`config.mk`:
```
export PLATFORM = sky130hd
export DESIGN_NAME = store_monitor_flat
export DESIGN_NICKNAME = d
export VERILOG_FILES = /design/src/rtl/store_monitor_if.sv /design/src/rtl/store_monitor.sv /design/src/flat_wrapper.sv
export SDC_FILE = /design/constraint.sdc
export NUM_CORES = 1
export LEC_CHECK = 0
export BUFFER_PORTS_ARGS = -buffer_cell sky130_fd_sc_hd__buf_2
export CORE_MARGIN = 2
export CORE_UTILIZATION = 66
export DETAILED_ROUTE_END_ITERATION = 10
export HOLD_SLACK_MARGIN = 0.12
export PLACE_DENSITY = 0.86
export REMOVE_ABC_BUFFERS = 1
export SETUP_SLACK_MARGIN = 0.2
export SYNTH_ARGS = -nofsm -noshare
export SYNTH_HDL_FRONTEND = slang
export SYNTH_SLANG_ARGS = --single-unit
```
`constraint.sdc`:
```
create_clock -name clk -period 3.5 [get_ports clk]
set_input_delay 0.7 -clock clk [delete_from_list [all_inputs] [get_ports clk]]
set_output_delay 0.7 -clock clk [all_outputs]
set_load 0.02 [all_outputs]
```
`src/rtl/store_monitor_if.sv`:
```
// Store-bus / store-log interface for store_monitor.
// slave  : monitor side (consumes the CPU store strobe, produces log and verdict).
// master : CPU / testbench side.
interface store_monitor_if;
    logic        MemWrite;
    logic [31:0] DataAdr;
    logic [31:0] WriteData;
    logic        log_rd;
    logic        log_valid;
    logic [31:0] log_adr;
    logic [31:0] log_data;
    logic        log_ovf;
    logic [15:0] store_cnt;
    logic        done;
    logic        pass;
    logic        fail;

    modport slave (
        input  MemWrite, DataAdr, WriteData, log_rd,
        output log_valid, log_adr, log_data, log_ovf, store_cnt, done, pass, fail
    );

    modport master (
        output MemWrite, DataAdr, WriteData, log_rd,
        input  log_valid, log_adr, log_data, log_ovf, store_cnt, done, pass, fail
    );
endinterface

```
`src/rtl/store_monitor.sv`:
```
// store_monitor: watches the CPU data-memory store port, logs every store into a
// show-ahead FIFO, counts stores (saturating) and issues a sticky PASS/FAIL verdict.
// Optional watchdog: define STORE_MONITOR_TIMEOUT_EN to force FAIL if no verdict is
// reached within TIMEOUT_CYC cycles of reset release.
module store_monitor #(
    parameter logic [31:0] PASS_ADDR    = 32'd100,
    parameter logic [31:0] PASS_VALUE   = 32'd7,
    parameter logic [31:0] SCRATCH_ADDR = 32'd96,
    parameter int          FIFO_DEPTH   = 8,
    parameter int unsigned TIMEOUT_CYC  = 32'd4096
) (
    input  logic            clk,
    input  logic            reset,
    store_monitor_if.slave  bus
);
    localparam int              AW      = $clog2(FIFO_DEPTH);
    localparam logic [AW:0]     DEPTH_C = (AW+1)'(FIFO_DEPTH);
    localparam logic [AW:0]     CNT_ONE = (AW+1)'(1);
    localparam logic [AW-1:0]   PTR_ONE = AW'(1);

    typedef enum logic [1:0] {
        ST_RUN  = 2'd0,
        ST_PASS = 2'd1,
        ST_FAIL = 2'd2
    } state_t;

    typedef struct packed {
        logic [31:0] adr;
        logic [31:0] data;
    } entry_t;

    state_t          state_q, state_d;
    entry_t          mem_q [FIFO_DEPTH];
    entry_t          mem_d [FIFO_DEPTH];
    logic [AW-1:0]   wr_ptr_q, wr_ptr_d;
    logic [AW-1:0]   rd_ptr_q, rd_ptr_d;
    logic [AW:0]     count_q, count_d;
    logic            ovf_q, ovf_d;
    logic [15:0]     store_cnt_q, store_cnt_d;

    logic            pass_hit_s;
    logic            fail_hit_s;
    logic            timeout_s;
    logic            full_s;
    logic            nonempty_s;
    logic            pop_s;
    logic            push_s;

    // Decode the current store; address/data are ignored entirely while MemWrite is low.
    always_comb begin
        pass_hit_s = 1'b0;
        fail_hit_s = 1'b0;
        if (bus.MemWrite) begin
            pass_hit_s = (bus.DataAdr == PASS_ADDR) && (bus.WriteData == PASS_VALUE);
            fail_hit_s = (bus.DataAdr != SCRATCH_ADDR) && !pass_hit_s;
        end else begin
            pass_hit_s = 1'b0;
            fail_hit_s = 1'b0;
        end
    end

`ifdef STORE_MONITOR_TIMEOUT_EN
    logic [31:0] cyc_q, cyc_d;

    // Watchdog counter: runs from reset release and freezes once a verdict exists.
    always_comb begin
        if (state_q == ST_RUN) begin
            cyc_d = cyc_q + 32'd1;
        end else begin
            cyc_d = cyc_q;
        end
        timeout_s = (cyc_q >= TIMEOUT_CYC);
    end

    // Watchdog counter register.
    always_ff @(posedge clk or negedge reset) begin
        if (!reset) begin
            cyc_q <= 32'd0;
        end else begin
            cyc_q <= cyc_d;
        end
    end
`else
    logic [31:0] unused_timeout_s;
    assign unused_timeout_s = TIMEOUT_CYC;
    assign timeout_s        = 1'b0;
`endif

    // Verdict FSM next state: RUN resolves once, PASS/FAIL hold until reset.
    always_comb begin
        state_d = state_q;
        case (state_q)
            ST_RUN: begin
                if (pass_hit_s) begin
                    state_d = ST_PASS;
                end else if (fail_hit_s || timeout_s) begin
                    state_d = ST_FAIL;
                end else begin
                    state_d = ST_RUN;
                end
            end
            ST_PASS: state_d = ST_PASS;
            ST_FAIL: state_d = ST_FAIL;
            default: state_d = ST_FAIL;  // illegal encoding fails safe
        endcase
    end

    // Store log and counter next state; a pop frees a slot for a same-cycle push.
    always_comb begin
        mem_d       = mem_q;
        wr_ptr_d    = wr_ptr_q;
        rd_ptr_d    = rd_ptr_q;
        count_d     = count_q;
        store_cnt_d = store_cnt_q;
        full_s      = (count_q == DEPTH_C);
        nonempty_s  = (count_q != {(AW+1){1'b0}});
        pop_s       = bus.log_rd && nonempty_s;
        push_s      = bus.MemWrite && (!full_s || pop_s);
        ovf_d       = ovf_q || (bus.MemWrite && full_s && !pop_s);

        if (push_s) begin
            mem_d[wr_ptr_q].adr  = bus.DataAdr;
            mem_d[wr_ptr_q].data = bus.WriteData;
            wr_ptr_d             = wr_ptr_q + PTR_ONE;
        end else begin
            wr_ptr_d = wr_ptr_q;
        end

        if (pop_s) begin
            rd_ptr_d = rd_ptr_q + PTR_ONE;
        end else begin
            rd_ptr_d = rd_ptr_q;
        end

        case ({push_s, pop_s})
            2'b10:   count_d = count_q + CNT_ONE;
            2'b01:   count_d = count_q - CNT_ONE;
            default: count_d = count_q;
        endcase

        if (bus.MemWrite && (store_cnt_q != 16'hFFFF)) begin
            store_cnt_d = store_cnt_q + 16'd1;
        end else begin
            store_cnt_d = store_cnt_q;
        end
    end

    // State, log and counter registers.
    always_ff @(posedge clk or negedge reset) begin
        if (!reset) begin
            state_q     <= ST_RUN;
            wr_ptr_q    <= {AW{1'b0}};
            rd_ptr_q    <= {AW{1'b0}};
            count_q     <= {(AW+1){1'b0}};
            ovf_q       <= 1'b0;
            store_cnt_q <= 16'd0;
            for (int i = 0; i < FIFO_DEPTH; i++) begin
                mem_q[i] <= '{adr: 32'd0, data: 32'd0};
            end
        end else begin
            state_q     <= state_d;
            wr_ptr_q    <= wr_ptr_d;
            rd_ptr_q    <= rd_ptr_d;
            count_q     <= count_d;
            ovf_q       <= ovf_d;
            store_cnt_q <= store_cnt_d;
            mem_q       <= mem_d;
        end
    end

    // Outputs come straight from registers; the log head reads as zero when empty.
    assign bus.pass      = (state_q == ST_PASS);
    assign bus.fail      = (state_q == ST_FAIL);
    assign bus.done      = (state_q == ST_PASS) || (state_q == ST_FAIL);
    assign bus.log_valid = nonempty_s;
    assign bus.log_adr   = nonempty_s ? mem_q[rd_ptr_q].adr  : 32'd0;
    assign bus.log_data  = nonempty_s ? mem_q[rd_ptr_q].data : 32'd0;
    assign bus.log_ovf   = ovf_q;
    assign bus.store_cnt = store_cnt_q;
endmodule

```
`src/flat_wrapper.sv`:
```
// flat-port wrapper written by rule: the top's interface ports become plain ports
module store_monitor_flat 
#(
    parameter logic [31:0] PASS_ADDR    = 32'd100,
    parameter logic [31:0] PASS_VALUE   = 32'd7,
    parameter logic [31:0] SCRATCH_ADDR = 32'd96,
    parameter int          FIFO_DEPTH   = 8,
    parameter int unsigned TIMEOUT_CYC  = 32'd4096
)
  (clk, reset, bus_MemWrite, bus_DataAdr, bus_WriteData, bus_log_rd, bus_log_valid, bus_log_adr, bus_log_data, bus_log_ovf, bus_store_cnt, bus_done, bus_pass, bus_fail);
  store_monitor_if bus_i ();
  input  logic clk;
  input  logic reset;
  input wire logic [$bits(bus_i.MemWrite)-1:0] bus_MemWrite;
  input wire logic [$bits(bus_i.DataAdr)-1:0] bus_DataAdr;
  input wire logic [$bits(bus_i.WriteData)-1:0] bus_WriteData;
  input wire logic [$bits(bus_i.log_rd)-1:0] bus_log_rd;
  output wire logic [$bits(bus_i.log_valid)-1:0] bus_log_valid;
  output wire logic [$bits(bus_i.log_adr)-1:0] bus_log_adr;
  output wire logic [$bits(bus_i.log_data)-1:0] bus_log_data;
  output wire logic [$bits(bus_i.log_ovf)-1:0] bus_log_ovf;
  output wire logic [$bits(bus_i.store_cnt)-1:0] bus_store_cnt;
  output wire logic [$bits(bus_i.done)-1:0] bus_done;
  output wire logic [$bits(bus_i.pass)-1:0] bus_pass;
  output wire logic [$bits(bus_i.fail)-1:0] bus_fail;
  assign bus_i.MemWrite = bus_MemWrite;
  assign bus_i.DataAdr = bus_DataAdr;
  assign bus_i.WriteData = bus_WriteData;
  assign bus_i.log_rd = bus_log_rd;
  assign bus_log_valid = bus_i.log_valid;
  assign bus_log_adr = bus_i.log_adr;
  assign bus_log_data = bus_i.log_data;
  assign bus_log_ovf = bus_i.log_ovf;
  assign bus_store_cnt = bus_i.store_cnt;
  assign bus_done = bus_i.done;
  assign bus_pass = bus_i.pass;
  assign bus_fail = bus_i.fail;
  store_monitor #(.PASS_ADDR(PASS_ADDR), .PASS_VALUE(PASS_VALUE), .SCRATCH_ADDR(SCRATCH_ADDR), .FIFO_DEPTH(FIFO_DEPTH), .TIMEOUT_CYC(TIMEOUT_CYC)) u_core (.clk(clk), .reset(reset), .bus(bus_i));
endmodule
```
==> run_results.csv, run 1 <==
group,metric,value,unit
run_status,run_status,"complete, no violations",
cells_and_area,final_area,28700,µm²
global_route,grt_antenna_before_repair,10,
power_and_ir_drop,internal-power,20.5,mW
sta,finalHoldViolations,0,
logic_synthesis,postSynth.asyncResetShare,1.00,
setup_path,critical_path.max_fanout,17,
cells_and_area,post_route_cells_drive_above_1_share,0.523,
die,floorplan.initialDensity,0.669,
drt,first_pass_iters,5,
placed_design,dpl-instance-area,26600,µm²
setup_path,slowest_stage,"dfrtp_4",
cts,clock_sink_count,541,
sta,postLayoutSetupSlackWorst,0.253,ns
drt,wl_met2,28900,µm
drt,routed_wire_length_per_instance,25.2,µm
cts,htree_levels,2,
logic_synthesis,ys.flop_type,"dfrtp_1",
sta,fmax_achieved,308,MHz
setup_path,cp.required,2.80,ns
drt,initialDrtViolationCount,825,
setup_path,cp-start-kind,"register",
sta,finalMaxSlewViolations,0,
die,num_io_pins,153,
die,die_height,199,µm
drt,detail_route.wirelength,57200,µm
hold_path,type_of_the_most_critical_hold_path,"in -> async",
die,design.core.area,37700,µm²
setup_path,regToRegStartpoint,"u_core.count_q[1]",
sta,finalClockSkew,0.0141,ns
cts,clockRootBuffer,"clkbuf_16",
power_and_ir_drop,clock_power_share,0.205,
logic_synthesis,synthCells,1550,
cells_and_area,commonest_non_fill_non_tap_cell_in_the_layout,"dfrtp_1",
cells_and_area,postLayoutCoreUtil,0.762,
power_and_ir_drop,power.combinational.fraction,0.427,
power_and_ir_drop,leakage,12.8,nW
setup_path,crit_arrival,2.55,ns
logic_synthesis,synth_seq_cells,541,
die,die_x,199,µm
power_and_ir_drop,power.density,1070,nW/µm²
setup_path,worstSetupEndpointType,"primary output",
placed_design,place.gp.congestion,0.760,
sta,max_slew.worst_pin.slew,0.891,ns
logic_synthesis,synth_cell_type_count,48,
drt,routed-wl-met3,2600,µm
sta,hold_slack,0.0874,ns
placed_design,post-place-cells,2155,
logic_synthesis,ys_seq_area_frac,0.537,
global_route,grt_use_total,0.301,
setup_path,setup.worst_path.class,"reg -> out",
placed_design,place_hpwl,33000,µm
global_route,grt_max_degree,92,
drt,routed-via-count,14300,
drt,ant_nets,0,
drt,routed.top_layer,"met5",
placed_design,place_ws,0.580,ns
cts,worst_skew_pair.late_latency,0.60,ns
cells_and_area,final_cells,2270,
cts,cts_made_buffers,53,
sta,worst_slew_margin_rel,0.401,
drt,avgViaCountPerCell,6.28,
cells_and_area,area.growth.synth_to_final,13.9,%
die,die_area,39800,µm²
logic_synthesis,post_synth_instance_area,25200,µm²
placed_design,total_of_buffers_placed_on_input_and_output_ports,152,
logic_synthesis,synth_warnings,0,
cts,tritoncts_clock_tree,"yes",
sta,grt_setup_unrepaired,"true",
run,drv_cap,0,
power_and_ir_drop,vdd_ir_drop_max,0.720,mV
setup_path,crit_path_start,"u_core.rd_ptr_q[0]",
global_route,grt-ovfl-total,0,
power_and_ir_drop,post-layout-total-power,30.8,mW
cts,max-clock-path-buffers,3,
sta,timing.final.crit_share,0.928,
setup_path,worstPathCellList,"buf_12, buf_16, mux4_2, mux2i_1, nor2_1, buf_2",
cells_and_area,mostFrequentLayoutCells,"538 x dfrtp_1, 360 x mux2_2, 151 x buf_2",
global_route,grt_pass1_wl,90200,µm
power_and_ir_drop,netSwitchingPower,10.2,mW
logic_synthesis,synth_edf_count,0,
sta,setup_viol,0,
drt,drcViolationCount,0,
setup_path,slowest_delay,0.57,ns
die,placement_rows,71,
drt,drt-met1-wl,24300,µm
sta,post-route-min-period,3.25,ns
global_route,number_of_global_route_vias_before_repair,15600,
setup_path,worstPathBufferInverterCount,3,
logic_synthesis,post_synth.cell_area_avg,16.3,µm²
power_and_ir_drop,sw_frac_of_total,0.333,
setup_path,timing.critical_path.max_delay_family,"multiplexers",
cts,cts.reportedPaths.clkPinSlew,0.06,ns
cells_and_area,final_nets,1787,
power_and_ir_drop,seqPwrFrac,0.368,
sta,tns_setup,0,ns
==> layer usage <==
layer / track usage / vias to the layer above
li1: - / 6094
met1: 0.414 / 7733
met2: 0.494 / 325
met3: 0.0491 / 89
met4: 0.105 / 10
met5: 0 / -
==> power groups by stage <==
stage	logic, mW	registers (mW)	clock network [mW]
floorplan	9.42	11.1	0
global placement	12.5	11.0	0
detailed placement	12.9	11.3	0
CTS	13.1	11.3	6.39
global route	14.0	11.6	6.66
finish	13.1	11.3	6.31
==> kinds of logic after synthesis <==
| kind of cell | after synthesis | synth area share |
|---|---|---|
| mux | 706 | 0.387 |
| simple gates | 152 | 0.0306 |
| compound gates | 12 | 0.00372 |
| flops | 541 | 0.537 |
| xor+xnor | 23 | 0.00800 |
| fa+ha+maj | 9 | 0.00447 |
| buf+inv | 107 | 0.0283 |
==> flip-flops by register name, summed over array words and instances, names as in the netlist <==
signal,flops
u_core.mem_q,512
u_core.rd_ptr_q,3
u_core.count_q,4
u_core.state_q,2
u_core.bus.store_cnt,16
u_core.wr_ptr_q,3
u_core.bus.log_ovf,1
==> synth_stat cells, drive strengths merged (5+ instances only) <==
library cell	count	share of area
dfrtp	541	0.54
mux2	514	0.25
mux4	128	0.11
buf	80	0.024
nor2	73	0.011
mux2i	64	0.025
clkbuf	22	0.0033
nand2	17	0.0025
xor2	13	0.0045
nor4	12	0.0030
xnor2	10	0.0035
ha	9	0.0045
nand3	9	0.0020
nor3	9	0.0022
nand4	8	0.0022
nor4b	6	0.0026
inv	5	0.00094
==> layout make-up <==
class,count,area [µm²]
flip-flops and latches,541,13500
multi-input cells,902,11000
fillers,2196,8970
clock buffers,77,1590
repair buffers,207,1530
well taps,511,639
clock inverters,21,363
inverters,5,23.8
diodes,6,15.0
==> path summary, 6_finish.rpt <==
path	to	slack [ns]	cells past startpoint
min in group clk	u_core.rd_ptr_q[0]	0.42	3
max in group asynchronous	u_core.mem_q[484]	2.45	2
min	u_core.mem_q[207]	0.09	1
min reg2reg	u_core.bus.log_ovf	0.47	1
max reg2reg	u_core.count_q[2]	0.67	13
max	bus_log_data[18]	0.25	6
==> what timing repair did <==
item,4_1_cts,5_1_grt
hold buffers,0,0
pin swaps,1,0
setup endpoints to repair,58,24
cloned,0,2
hold endpoints to repair,0,0
gates resized for setup,0,2
setup buffers,5,4
(Power assumes the default switching activity.)
==> run 2, diff against run 1 <==
==> constraint.sdc (replaced) <==
create_clock -name clk -period 3.5 [get_ports clk]
set_input_delay 0.175 -clock clk [delete_from_list [all_inputs] [get_ports clk]]
set_output_delay 0.175 -clock clk [all_outputs]
set_load 0.02 [all_outputs]
==> run_results.csv, run 2 (synthesis gave the netlist of run 1 again) <==
group,metric,value,unit
run_status,run_status,"complete, no violations",
sta,finalHoldViolations,0,
cells_and_area,fillCellCount,2159,
placed_design,place_hpwl,32600,µm
cells_and_area,largest_register,"u_core.mem_q",
setup_path,cp.required,3.32,ns
cells_and_area,area.growth.synth_to_final,15.1,%
drt,ant_nets,0,
cts,clockRootBuffer,"clkbuf_16",
die,floorplan.initialDensity,0.669,
cts,tritoncts_clock_tree,"yes",
global_route,grt_antenna_before_repair,4,
cts,clock_sink_count,541,
sta,grt_setup_unrepaired,"false",
drt,detail_route.wirelength,55900,µm
cells_and_area,layout.area.seq,13500,µm²
setup_path,worstPathBufferInverterCount,2,
global_route,globalRouteMet1Util,0.410,
placed_design,total_of_buffers_placed_on_input_and_output_ports,152,
setup_path,worstPathCellList,"or3_1, nor2_4, buf_4, nor2_1, buf_2",
cells_and_area,final_cells,2323,
power_and_ir_drop,sw_frac_of_total,0.338,
drt,routed-via-count,14500,
global_route,number_of_global_route_vias_before_repair,15900,
hold_path,type_of_the_most_critical_hold_path,"in -> async",
sta,post-route-min-period,3.10,ns
setup_path,crit_arrival,2.92,ns
power_and_ir_drop,netSwitchingPower,10.1,mW
cells_and_area,mostFrequentLayoutCells,"538 x dfrtp_1, 360 x mux2_2, 151 x buf_2",
power_and_ir_drop,leakage,12.9,nW
drt,avgViaCountPerCell,6.23,
sta,fmax_achieved,323,MHz
sta,timing.final.crit_share,0.885,
cells_and_area,multi_input_area,11000,µm²
cts,worst_skew_pair.late_latency,0.62,ns
die,die_area,39800,µm²
sta,finalClockSkew,0.0184,ns
placed_design,place.gp.congestion,0.764,
power_and_ir_drop,clock_power_share,0.192,
power_and_ir_drop,seqPwrFrac,0.379,
die,placement_rows,71,
cells_and_area,post_route_cells_drive_above_1_share,0.497,
cells_and_area,final_nets,1841,
cts,cts_post_setup_buffers_inserted,0,
setup_path,cp-start-kind,"register",
sta,tns_setup,0,ns
cells_and_area,largest_register_ffs,512,
global_route,grt-ovfl-total,0,
cells_and_area,commonest_non_fill_non_tap_cell_in_the_layout,"dfrtp_1",
cts,cts_hold_buf,68,
cts,cts_made_buffers,55,
global_route,globalRouteMet2Util,0.489,
run,drv_cap,0,
cts,cts.reportedPaths.clkPinSlew,0.06,ns
drt,drcViolationCount,0,
sta,max_slew.worst_pin.slew,1.13,ns
global_route,grt_pass1_wl,90200,µm
power_and_ir_drop,vdd_ir_drop_max,0.703,mV
sta,setup_viol,0,
drt,first_pass_iters,5,
setup_path,slowest_stage,"buf_4",
setup_path,critical_path.max_fanout,64,
global_route,gr-usage-met3,0.0495,
cts,htree_levels,2,
global_route,grt_max_degree,116,
setup_path,timing.critical_path.max_delay_family,"buffers and inverters",
die,die_height,199,µm
setup_path,timing.critical_path.depth,5,
cts,cts-resized-gates,0,
global_route,grt_most_used_layer,"met2",
setup_path,reg2reg_depth,5,
setup_path,setup.worst_path.class,"reg -> out",
die,design.core.area,37700,µm²
power_and_ir_drop,internal-power,19.8,mW
global_route,grt_use_total,0.296,
power_and_ir_drop,power.combinational.fraction,0.428,
power_and_ir_drop,power.density,1030,nW/µm²
setup_path,slowest_delay,0.79,ns
setup_path,worstSetupEndpointType,"primary output",
sta,finalMaxSlewViolations,0,
drt,initialDrtViolationCount,870,
cts,max-clock-path-buffers,3,
sta,worst_slew_margin_rel,0.248,
placed_design,post-place-cells,2150,
die,die_x,199,µm
drt,routed_wire_length_per_instance,24.1,µm
die,num_io_pins,153,
==> run 2: routing by layer <==
layer | vias up | routed length (µm)
met5 | - | 0
met4 | 0 | 1340
met3 | 95 | 2380
met2 | 345 | 28300
met1 | 7832 | 23900
li1 | 6204 | -
==> run 2: power groups by stage <==
stage | registers (mW) | logic, mW | clock network [mW]
floorplan | 11.1 | 9.42 | 0
global placement | 11.0 | 12.4 | 0
detailed placement | 11.3 | 12.8 | 0
CTS | 11.3 | 12.9 | 5.85
global route | 11.7 | 13.7 | 6.10
finish | 11.4 | 12.8 | 5.76
==> run 2: per-stage QoR <==
stage	worst slack, ns	hold slack, ns	instance area [µm²]	power, mW	util
6_report	0.402	0.234	29000	29.9	0.770
5_1_grt	0.309	0.242	29000	31.5	0.770
4_1_cts	0.384	0.215	29000	30.1	0.769
3_5_place_dp	0.614	0.132	26500	24.1	0.703
3_3_place_gp	0.681	0.123	26500	23.4	0.703
2_1_floorplan	-3.72	-0.121	24500	20.5	-
==> run 2: final timing paths <==
check                                     end                from  slack, ns
setup / recovery              bus_log_data[4]   u_core.count_q[1]       0.40
hold reg to reg            u_core.bus.log_ovf  u_core.bus.log_ovf       0.46
hold / removal              u_core.mem_q[143]               reset       0.23
max in group asynchronous   u_core.mem_q[257]               reset       2.53
setup reg to reg             u_core.mem_q[25]   u_core.count_q[1]       0.57
min in group clk           u_core.rd_ptr_q[2]          bus_log_rd       0.44
==> run 2: final cells by class <==
| type | count | area share |
|---|---|---|
| flip-flops and latches | 541 | 0.467 |
| multi-input cells | 902 | 0.379 |
| repair buffers | 259 | 0.0690 |
| clock buffers | 86 | 0.0571 |
| well taps | 511 | 0.0221 |
| clock inverters | 15 | 0.00436 |
| inverters | 5 | 0.000820 |
| diodes | 4 | 0.000345 |
==> run 2: tightest hold or removal path, delay by kind of cell <==
family                 cells  cell delay (ns)
buffers and inverters      3             1.01
==> run 3, diff against run 2 <==
- CORE_ASPECT_RATIO: not set -> 1.75
- CORE_UTILIZATION: 66 -> 50
- PLACE_DENSITY: 0.86 -> 0.68
==> run_results.csv, run 3 (synthesis gave the netlist of run 1 again) <==
group,metric,value,unit
run_status,run_status,"complete, no violations",
cells_and_area,largest_register_ffs,512,
power_and_ir_drop,leakage,12.9,nW
cells_and_area,postLayoutCoreUtil,0.584,
setup_path,critical_path.max_fanout,64,
setup_path,setup.worst_path.class,"reg -> out",
hold_path,type_of_the_most_critical_hold_path,"in -> async",
setup_path,crit-reg2reg-capture,"u_core.mem_q[41]",
cts,max-clock-path-buffers,3,
die,die_x,174,µm
cts,clockRootBuffer,"clkbuf_16",
sta,post-route-min-period,3.14,ns
cells_and_area,layout.area.seq,13500,µm²
cells_and_area,post_route_cells_drive_above_1_share,0.499,
setup_path,r2r_slack,0.80,ns
cells_and_area,multi_input_area,11000,µm²
die,num_io_pins,153,
drt,drcViolationCount,0,
die,placement_rows,108,
setup_path,worstSetupEndpointType,"primary output",
placed_design,total_of_buffers_placed_on_input_and_output_ports,152,
sta,fmax_achieved,319,MHz
run,drv_cap,0,
drt,detail_route.wirelength,57400,µm
placed_design,post-place-cells,2297,
sta,setup_viol,0,
drt,ant_nets,0,
power_and_ir_drop,vdd_ir_drop_max,0.588,mV
cells_and_area,final_cells,2453,
drt,routed_wire_length_per_instance,23.4,µm
cells_and_area,fillCellCount,3996,
setup_path,slowest_delay,0.78,ns
drt,initialDrtViolationCount,835,
global_route,number_of_global_route_vias_before_repair,15700,
die,design.core.area,49700,µm²
setup_path,cp.required,3.32,ns
die,die_area,52300,µm²
global_route,grt_pass1_wl,91700,µm
power_and_ir_drop,power.density,1020,nW/µm²
setup_path,slowest_stage,"buf_4",
drt,routed-via-count,14200,
sta,grt_setup_unrepaired,"false",
cts,cts_post_setup_buffers_inserted,0,
placed_design,place_hpwl,34900,µm
global_route,grt_use_total,0.225,
global_route,grt_max_degree,90,
cts,cts.reportedPaths.clkPinSlew,0.07,ns
placed_design,place.gp.congestion,0.806,
setup_path,regToRegStartpoint,"u_core.count_q[1]",
sta,finalHoldViolations,0,
cells_and_area,largest_register,"u_core.mem_q",
cts,cts_made_buffers,49,
sta,finalClockSkew,0.0134,ns
cells_and_area,final_nets,1832,
cts,htree_levels,2,
sta,timing.final.crit_share,0.897,
setup_path,crit_arrival,2.96,ns
cts,cts-resized-gates,0,
die,die_height,301,µm
setup_path,cp-start-kind,"register",
global_route,grt_antenna_before_repair,0,
drt,avgViaCountPerCell,5.77,
sta,finalMaxSlewViolations,0,
drt,first_pass_iters,4,
setup_path,reg2reg_depth,5,
cts,tritoncts_clock_tree,"yes",
setup_path,worstPathCellList,"or3_1, nor2_4, buf_4, nor2_1, buf_2",
cts,cts_hold_buf,67,
cells_and_area,num_antenna_cells,0,
die,floorplan.initialDensity,0.507,
global_route,grt-ovfl-total,0,
sta,max_slew.worst_pin.slew,1.02,ns
cells_and_area,commonest_non_fill_non_tap_cell_in_the_layout,"dfrtp_1",
sta,worst_slew_margin_rel,0.322,
cts,clock_sink_count,541,
cts,worst_skew_pair.late_latency,0.57,ns
cells_and_area,area.growth.synth_to_final,15.3,%
cells_and_area,mostFrequentLayoutCells,"538 x dfrtp_1, 360 x mux2_2, 151 x buf_2",
[run 3: cell types whose count changed in the layout (fill, tap and decap cells not counted), sizes merged]
cell / change
bufinv: +5
clkinvlp: -1
inv: -2
clkbuf: -18
clkinv: +4
diode: -4
buf: -3
[run 3: layer usage]
layer	track usage	part of all wire
met1	0.291	0.42
met2	0.394	0.51
met3	0.0280	0.033
met4	0.0770	0.033
met5	0	0
[run 3: final cells by class]
type                       count  share of cell area
clock buffer                  68              0.0492
clock inverter                21             0.00909
inverter                       5            0.000819
multi-input combinational    902               0.378
sequential                   541               0.467
tap                          660              0.0284
timing repair buffer         256              0.0674
[run 3: critical path, delay by kind of cell (launching register included)]
family	cells	cell delay, ns
buffers and inverters	2	1.03
DFF	1	0.44
and+or+nand+nor	3	0.87
[run 3: how the worst max path moves through the flow]
| stage | slack [ns] | to | from |
|---|---|---|---|
| after floorplan | -3.72 | u_core.mem_q[223] | u_core.count_q[0] |
| after global placement | 0.85 | u_core.mem_q[32] | u_core.count_q[1] |
| after detailed placement | 0.81 | u_core.mem_q[53] | u_core.count_q[1] |
| after CTS | 0.29 | bus_log_adr[4] | u_core.rd_ptr_q[0] |
| after global routing | 0.22 | bus_log_adr[20] | u_core.count_q[1] |
| final | 0.36 | bus_log_adr[20] | u_core.count_q[1] |
[run 3: power breakdown]
part           switching [mW]  internal (mW)  leakage (nW)
clock network            2.39           3.29         0.841
registers                1.90           9.37          6.52
logic                    5.65           7.10          5.51
total                    9.95           19.8          12.9
[run 3: per-stage QoR]
stage,power [mW],TNS [ns],setup WS (ns),instance area [µm²],hold slack (ns)
finish,29.7,0,0.362,29000,0.161
global route,31.3,0,0.224,29000,0.235
CTS,30.0,0,0.286,29000,0.201
detailed placement,24.2,0,0.809,26700,0.210
global placement,23.7,0,0.847,26700,0.199
floorplan,20.5,-682.67,-3.72,24500,-0.121
